## src/rtl/rob_commit.sv

```systemverilog
`default_nettype none
// ============================================================================
//  Module   : rob_commit
//  Purpose  : Reorder buffer with in-order retirement. Issue allocates entries
//             at the tail, two write-back ports complete entries out of order,
//             and the oldest completed entry retires one per cycle.
//  Revision : 1.0  initial release
// ============================================================================
module rob_commit #(
   parameter int ROB_DEPTH = 8,
   parameter int TAG_W     = 3,
   parameter int DATA_W    = 16,
   parameter int REG_W     = 3
) (
   input  logic              clk,
   input  logic              rst,
   input  logic              flush,
   input  logic              alloc_valid,
   input  logic [REG_W-1:0]  alloc_dest_reg,
   output logic              alloc_ready,
   output logic [TAG_W-1:0]  alloc_tag,
   input  logic              wb0_valid,
   input  logic [TAG_W-1:0]  wb0_tag,
   input  logic [DATA_W-1:0] wb0_value,
   input  logic              wb1_valid,
   input  logic [TAG_W-1:0]  wb1_tag,
   input  logic [DATA_W-1:0] wb1_value,
   output logic              commit_valid,
   output logic [TAG_W-1:0]  commit_tag,
   output logic [REG_W-1:0]  commit_reg,
   output logic [DATA_W-1:0] commit_value,
   output logic [TAG_W:0]    rob_count
);

   localparam int                CNT_W      = TAG_W + 1;
   localparam logic [CNT_W-1:0]  FULL_COUNT = CNT_W'(ROB_DEPTH);

   logic [ROB_DEPTH-1:0] ent_valid;
   logic [ROB_DEPTH-1:0] ent_ready;
   logic [REG_W-1:0]     ent_dest  [ROB_DEPTH];
   logic [DATA_W-1:0]    ent_value [ROB_DEPTH];
   logic [TAG_W-1:0]     head;
   logic [TAG_W-1:0]     tail;
   logic [CNT_W-1:0]     count;

   logic alloc_fire;
   logic commit_fire;
   logic wb0_take;
   logic wb1_take;

   // Full check uses the registered count, so a same-edge commit cannot free a slot early.
   assign alloc_ready = (count < FULL_COUNT);
   assign alloc_tag   = tail;
   assign alloc_fire  = alloc_valid & alloc_ready;
   assign commit_fire = ent_valid[head] & ent_ready[head];

   // A write-back only lands on a live, still-pending entry; port 0 owns a shared tag.
   assign wb0_take = wb0_valid & ent_valid[wb0_tag] & ~ent_ready[wb0_tag];
   assign wb1_take = wb1_valid & ent_valid[wb1_tag] & ~ent_ready[wb1_tag]
                   & ~(wb0_valid & (wb0_tag == wb1_tag));

   assign rob_count = count;

   // Control state: entry flags, pointers, occupancy and the registered commit port.
   always_ff @(posedge clk or posedge rst) begin
      if (rst) begin
         ent_valid    <= '0;
         ent_ready    <= '0;
         head         <= '0;
         tail         <= '0;
         count        <= '0;
         commit_valid <= 1'b0;
         commit_tag   <= '0;
         commit_reg   <= '0;
         commit_value <= '0;
      end else if (flush) begin
         ent_valid    <= '0;
         ent_ready    <= '0;
         head         <= '0;
         tail         <= '0;
         count        <= '0;
         commit_valid <= 1'b0;
         commit_tag   <= '0;
         commit_reg   <= '0;
         commit_value <= '0;
      end else begin
         // Head and tail can only coincide on a firing pair when full, and then
         // allocation is blocked, so these per-entry writes never collide.
         if (commit_fire) begin
            commit_valid    <= 1'b1;
            commit_tag      <= head;
            commit_reg      <= ent_dest[head];
            commit_value    <= ent_value[head];
            ent_valid[head] <= 1'b0;
            ent_ready[head] <= 1'b0;
            head            <= head + TAG_W'(1);
         end else begin
            commit_valid <= 1'b0;
         end
         if (alloc_fire) begin
            ent_valid[tail] <= 1'b1;
            ent_ready[tail] <= 1'b0;
            tail            <= tail + TAG_W'(1);
         end
         if (wb0_take) begin
            ent_ready[wb0_tag] <= 1'b1;
         end
         if (wb1_take) begin
            ent_ready[wb1_tag] <= 1'b1;
         end
         count <= count + CNT_W'(alloc_fire) - CNT_W'(commit_fire);
      end
   end

   // Payload storage: destination and result values need no reset, the flags gate their use.
   always_ff @(posedge clk) begin
      if (alloc_fire && !flush) begin
         ent_dest[tail] <= alloc_dest_reg;
      end
      if (wb0_take && !flush) begin
         ent_value[wb0_tag] <= wb0_value;
      end
      if (wb1_take && !flush) begin
         ent_value[wb1_tag] <= wb1_value;
      end
   end

endmodule
`default_nettype wire

```

## config.mk

```make
export PLATFORM = sky130hd
export DESIGN_NAME = rob_commit
export DESIGN_NICKNAME = d
export VERILOG_FILES = /design/src/rtl/rob_commit.sv
export SDC_FILE = /design/constraint.sdc
export NUM_CORES = 1
export LEC_CHECK = 0
export BUFFER_PORTS_ARGS = -buffer_cell sky130_fd_sc_hd__buf_2
export CORE_MARGIN = 2
export CORE_UTILIZATION = 50
export DETAILED_ROUTE_END_ITERATION = 12
export PLACE_DENSITY = 0.68
export SETUP_SLACK_MARGIN = 0.4
export SYNTH_ARGS = -nofsm -noshare
export SYNTH_HDL_FRONTEND = slang
export SYNTH_SLANG_ARGS = --single-unit
```

## constraint.sdc

```tcl
create_clock -name clk -period 4.85 [get_ports clk]
set_clock_uncertainty 0.1 [all_clocks]
set_input_delay 0.2425 -clock clk [delete_from_list [all_inputs] [get_ports clk]]
set_output_delay 0.2425 -clock clk [all_outputs]
set_load 0.01 [all_outputs]
```

---- Yosys cells after proc, flatten, opt, wreduce, memory -nomap -nowiden ----
Memories as Yosys holds them, arrays and structs flattened.
Cells that the tools add are included.
operators by class
  mux-type cells .......................... 51
  bitwise operators ....................... 19
  $lt $le $gt $ge ......................... 9
  add/sub/neg operators ................... 4
  reductions and logical operators ........ 10
  equal/unequal tests ..................... 1
operators with widths
  cell                                                                           number
  8-bit two-way mux                                                              12
  16-bit two-way mux                                                             2
  8-bit bitwise AND                                                              3
  3-bit two-way mux                                                              8
  8-bit bitwise OR                                                               3
  1-bit binary-select mux with 3-bit select                                      6
  1-bit two-way mux                                                              18
  3-bit by 4-bit less-than comparator with 1-bit output (second input constant)  4
  8-bit inverter                                                                 2
  1-bit demux with 3-bit select                                                  4
  3-bit by 1-bit >= comparator with 1-bit output (second input constant)         4
  1-bit bitwise AND                                                              8
  1-bit logical AND                                                              7
  3-bit by 1-bit adder with 3-bit output (second input constant)                 2
  4-bit by 1-bit adder with 4-bit output                                         1
  4-bit less-than comparator (second input constant)                             1
  4-bit two-way mux                                                              1
  2-bit nonzero test                                                             2
  4-bit by 1-bit subtractor with 4-bit output                                    1
  3-bit == test                                                                  1
  1-bit inverter                                                                 3
  1-bit zero test                                                                1
storage, ports and cells
  memory bits (writable) .................. 152
  memories kept ........................... 2
  register bits ........................... 49
  input port bits ......................... 47
  word-level logic and storage cells ...... 105
  output and inout port bits .............. 31
memories
  name       depth  width  read ports  clocked after memory_dff  write ports  line  RTL
  ent_value  8      16     1           0                         2            41    logic [DATA_W-1:0] ent_value [ROB_DEPTH];
  ent_dest   8      3      1           0                         1            40    logic [REG_W-1:0] ent_dest [ROB_DEPTH];

---- Depth between registers and ports, before layout ----
  word-level depth ........................ 17
  gate-level depth with buffers ........... 12
  depth with buffers taken out ............ 10

---- Least setup slack after synthesis ----
No wires, ideal clock.
  kind .................................... flip-flop to flip-flop
  start ................................... register head[1]
  end ..................................... register count[2] (netlist: rob_count[2])
  stages on the path, launching flop included .. 12
  data required time ...................... 4,618 ps
  path buffers ............................ 2
  arrival ................................. 2,557 ps
  library setup time ...................... 132 ps
  period minus slack after synthesis ...... 2,789 ps
  slack ................................... 2,061 ps
  cell sequence ........................... dfrtp_1 -> buf_2 -> nand3_1 -> o21ai_0 -> mux4_2 -> clkbuf_1 -> ha_1 -> inv_1 -> ha_1 -> fa_1 -> xnor2_1 -> nor2_1
between the ends
  longest elaborated chain between the ends .. 5
  elaborated cells between the ends (all ways) .. 7
  classes of those cells .................. add/sub (1); mux (5); bitwise (1)
RTL lines
  item                                           line  RTL
  start: declaration                             42    logic [TAG_W-1:0] head;
  start signal: assignment                       96    head <= head + TAG_W'(1);
  1-bit binary-select mux with 3-bit select      55    assign commit_fire = ent_valid[head] & ent_ready[head];
  1-bit two-way mux (not written as such)        55
  1-bit bitwise AND *                            55
  4-bit by 1-bit subtractor with 4-bit output *  111   count <= count + CNT_W'(alloc_fire) - CNT_W'(commit_fire);
  4-bit two-way mux *                            76    end else if (flush) begin
  end signal: assignment                         111
  end: declaration                               44    logic [CNT_W-1:0] count;
Every way passes the cells marked *; elsewhere a longest branch is shown, timed or not. The select of a mux whose other input is x is not followed.
A chain may end at the register's enable or synchronous reset.

==> impl_results.md <==
* Largest net degree at the start of global routing at 52
* Remaining DRCs at 0
* RR Startpoint: ent_ready[3]
* Yosys warns at 0
* Seq pwr share at 49.9%
* Sequential-to-total area share from yosys stat at 56.4%
* CP arrival at 3.25 ns
* Num CTS Buffers at 22
* WL final at 27500 um
* TritonCTS clock tree: yes
* Setup TNS at 0 ns
* Row count at 52
* Gr usage total at 25.5%
* Synth Flop Type: edfxtp_1
* Share of cells above drive strength 1 at 37.3%
* Mapped Area at 10300 sq um
* Syn Inst Count at 737
* Vias at 6796
* ANT cells at 0
* DR iter-0 viols at 626
* CTS clk-pin slew, worst paths at 0.06 ns
* Leading cell types in the layout, fill and taps excluded: 152 x edfxtp_1, 135 x mux2_2, 77 x buf_2
* Worst VDD drop at 281 uV
* Clock Latency Late Sink at 0.50 ns
* Post-synthesis cell type count at 64
* DIE WIDTH at 147 um
* Antenna-violating nets left at 0
* Syn Area/Cell at 13.9 sq um
* Slack of the critical path at 1.63 ns
* Fin nets at 860
* Status: completed
* Mapped Nets at 791
* Area occupied by multi-input gates at 4170 sq um
* Vias/cell at 6.22
* Die Ht at 147 um
* Initial antenna violation count at 0
* IO buf count at 77
* Hold wc startpoint: wb1_value[15]
* Leading registers by flop count: ent_value x128, ent_dest x24, commit_value x16
* Post CTS Setup Buffer Count at 0
* Starting density of the core at 50.9%
* Pwr/cell area at 331 nW/um^2
* Fin. Hold Viols at 0
* Crit path from: ent_ready[3]
* Max-Slew Margin vs Limit at 19.7%
* Crit path capture type: flop
* Max Clk Rate at 310 MHz
* Synthesized flop and latch total at 201
* Sw power at 858 uW
* Clock power frac at 42.7%
* Final setup vio count at 0
* Placed wire-length estimate at 17800 um
* Final period util at 66.4%
* P&R area growth vs syn at 12.7%
* Fin cells at 1092
* R2R cell count at 4
* Total chip power at 3830 uW
* Pint at 2970 uW
* Commonest non-fill, non-tap cell in the layout: edfxtp_1
* Logic pwr share at 7.4%
* Number of flops mapped to enable cells by yosys at 152
* Clock Sinks at 201
* Sw frac at 22.4%
* RSZ-0062 raised after global routing: false
* Hold Buf Count CTS at 4
* Crit Path Max Fanout at 18
* Worst-margin pin slew at 1.20 ns
* Critical path data required time at 4.88 ns
* # Max-Cap Violations at 0
* GPL Wtd Cong at 0.866
* R2R Setup Slk at 1.63 ns
* Reg2reg end: ent_value[2][5]
* Final-layout fill cell count at 1679
* HP Class: primary input to flop
* Die area at 21700 sq um
* Cts repair resizes at 0
* FF/Latch Area at 5790 sq um
* Crit path to: ent_value[2][5]
* Async SR Flop Fraction at 24.4%
* Routed length per instance at 25.2 um
* Startpoint types: flop
* Biggest register: ent_value
* CTS root buf: clkbuf_16
* Final worst path period need at 3.22 ns
* First-pass GRT wire length at 41700 um
* DR pass1 iterations at 5
* Placed Cells at 1048
* CP Class: flop to flop
* Fin. max-slew vios at 0
* H-tree levels at 1
* Max reg flops at 128
* Core Region at 20200 sq um
* IO Pins at 78
* Leakage Power at 0.00422 uW
* CTS max path bufs at 3
* Place WS at 1.55 ns
* Vias in the first global route at 6736
* GRT overflow at 0
## routing by layer
layer  up-vias  track usage [%]  routed length [um]
met1      3396             37.8               12000
li1       3002                -                   -
met2       341             40.1               12700
met5         -                0                   0
met4         0             6.25                 638
met3        57             3.88                2140
## cell type report
type	instances	share of cell area, %
repair buffers	93	4.56
clock buffers	32	5.53
well taps	270	2.92
multi-input cells	478	36.0
inverters	10	0.324
clock inverters	8	0.595
flip-flops and latches	201	50.1
## how the worst min path moves through the flow
stage                             to  slack, ns  depth (start not counted)
floorplan             ent_dest[0][0]       0.24                          0
global placement     commit_value[6]       0.37                          3
detailed placement  commit_value[15]       0.37                          3
CTS                 ent_value[5][15]       0.04                          2
global route         ent_value[3][2]       0.06                          2
finish              ent_value[5][15]       0.06                          2
## power by group through the flow
stage          Combinational, uW  Sequential (uW)  Clock, uW
2_1_floorplan                182             1940          0
6_report                     284             1910       1640
5_1_grt                      315             1920       1730
4_1_cts                      285             1910       1660
3_5_place_dp                 280             1950          0
3_3_place_gp                 272             1950          0
## critical path, cell delays in order (launching register included)
cell and delay (ns):
dfrtp_1 0.44, and3_2 0.20, or4_1 0.68, nor3_4 0.83
or2_2 0.60
## logic make-up (layout without fill, tap and decap cells)
logic type,Yosys count,in the layout,share of synthesized area [%]
AO/OA/AOI/OAI,112,112,8.28
XOR/XNOR,8,8,0.683
adder cells (fa/ha/maj),7,7,0.926
buffers and inverters,58,143,3.02
flip-flops,201,201,56.4
multiplexers,181,181,21.4
AND/OR/NAND/NOR,170,170,9.27
## metrics by stage
stage | hold slack, ns | util, % | instance area, sq um
2_1_floorplan | 0.241 | - | 10300
3_3_place_gp | 0.367 | 53.7 | 10800
3_5_place_dp | 0.372 | 53.7 | 10800
4_1_cts | 0.0415 | 57.4 | 11600
5_1_grt | 0.0589 | 57.4 | 11600
6_report | 0.0565 | 57.4 | 11600
## cells in the mapped netlist, drive strengths merged (2+ instances only)
library cell / count / area, sq um
nand3b: 4 / 30.0
a22o: 3 / 26.3
a31oi: 3 / 18.8
nor3: 15 / 120
a22oi: 8 / 60.1
mux2i: 22 / 220
mux4: 14 / 315
ha: 6 / 75.1
or3: 6 / 37.5
buf: 28 / 198
xor2: 2 / 17.5
nor2: 44 / 165
a21oi: 15 / 75.1
or2: 9 / 56.3
a311o: 3 / 31.3
o21ai: 14 / 70.1
nand3: 13 / 65.1
a221o: 2 / 20.0
and3: 3 / 20.0
a311oi: 6 / 52.6
nand2b: 9 / 56.3
and2: 4 / 25.0
nor2b: 10 / 62.6
dfrtp: 49 / 1230
clkbuf: 20 / 75.1
a211o: 2 / 20.0
o211a: 3 / 30.0
o22ai: 2 / 12.5
inv: 9 / 33.8
o211ai: 8 / 60.1
nor4: 6 / 97.6
a221oi: 16 / 140
nand4: 4 / 31.3
a211oi: 12 / 90.1
xnor2: 6 / 52.6
a21o: 7 / 52.6
mux2: 145 / 1660
edfxtp: 152 / 4560
nand2: 38 / 143
Note: power is estimated with default switching activity, not from simulation.
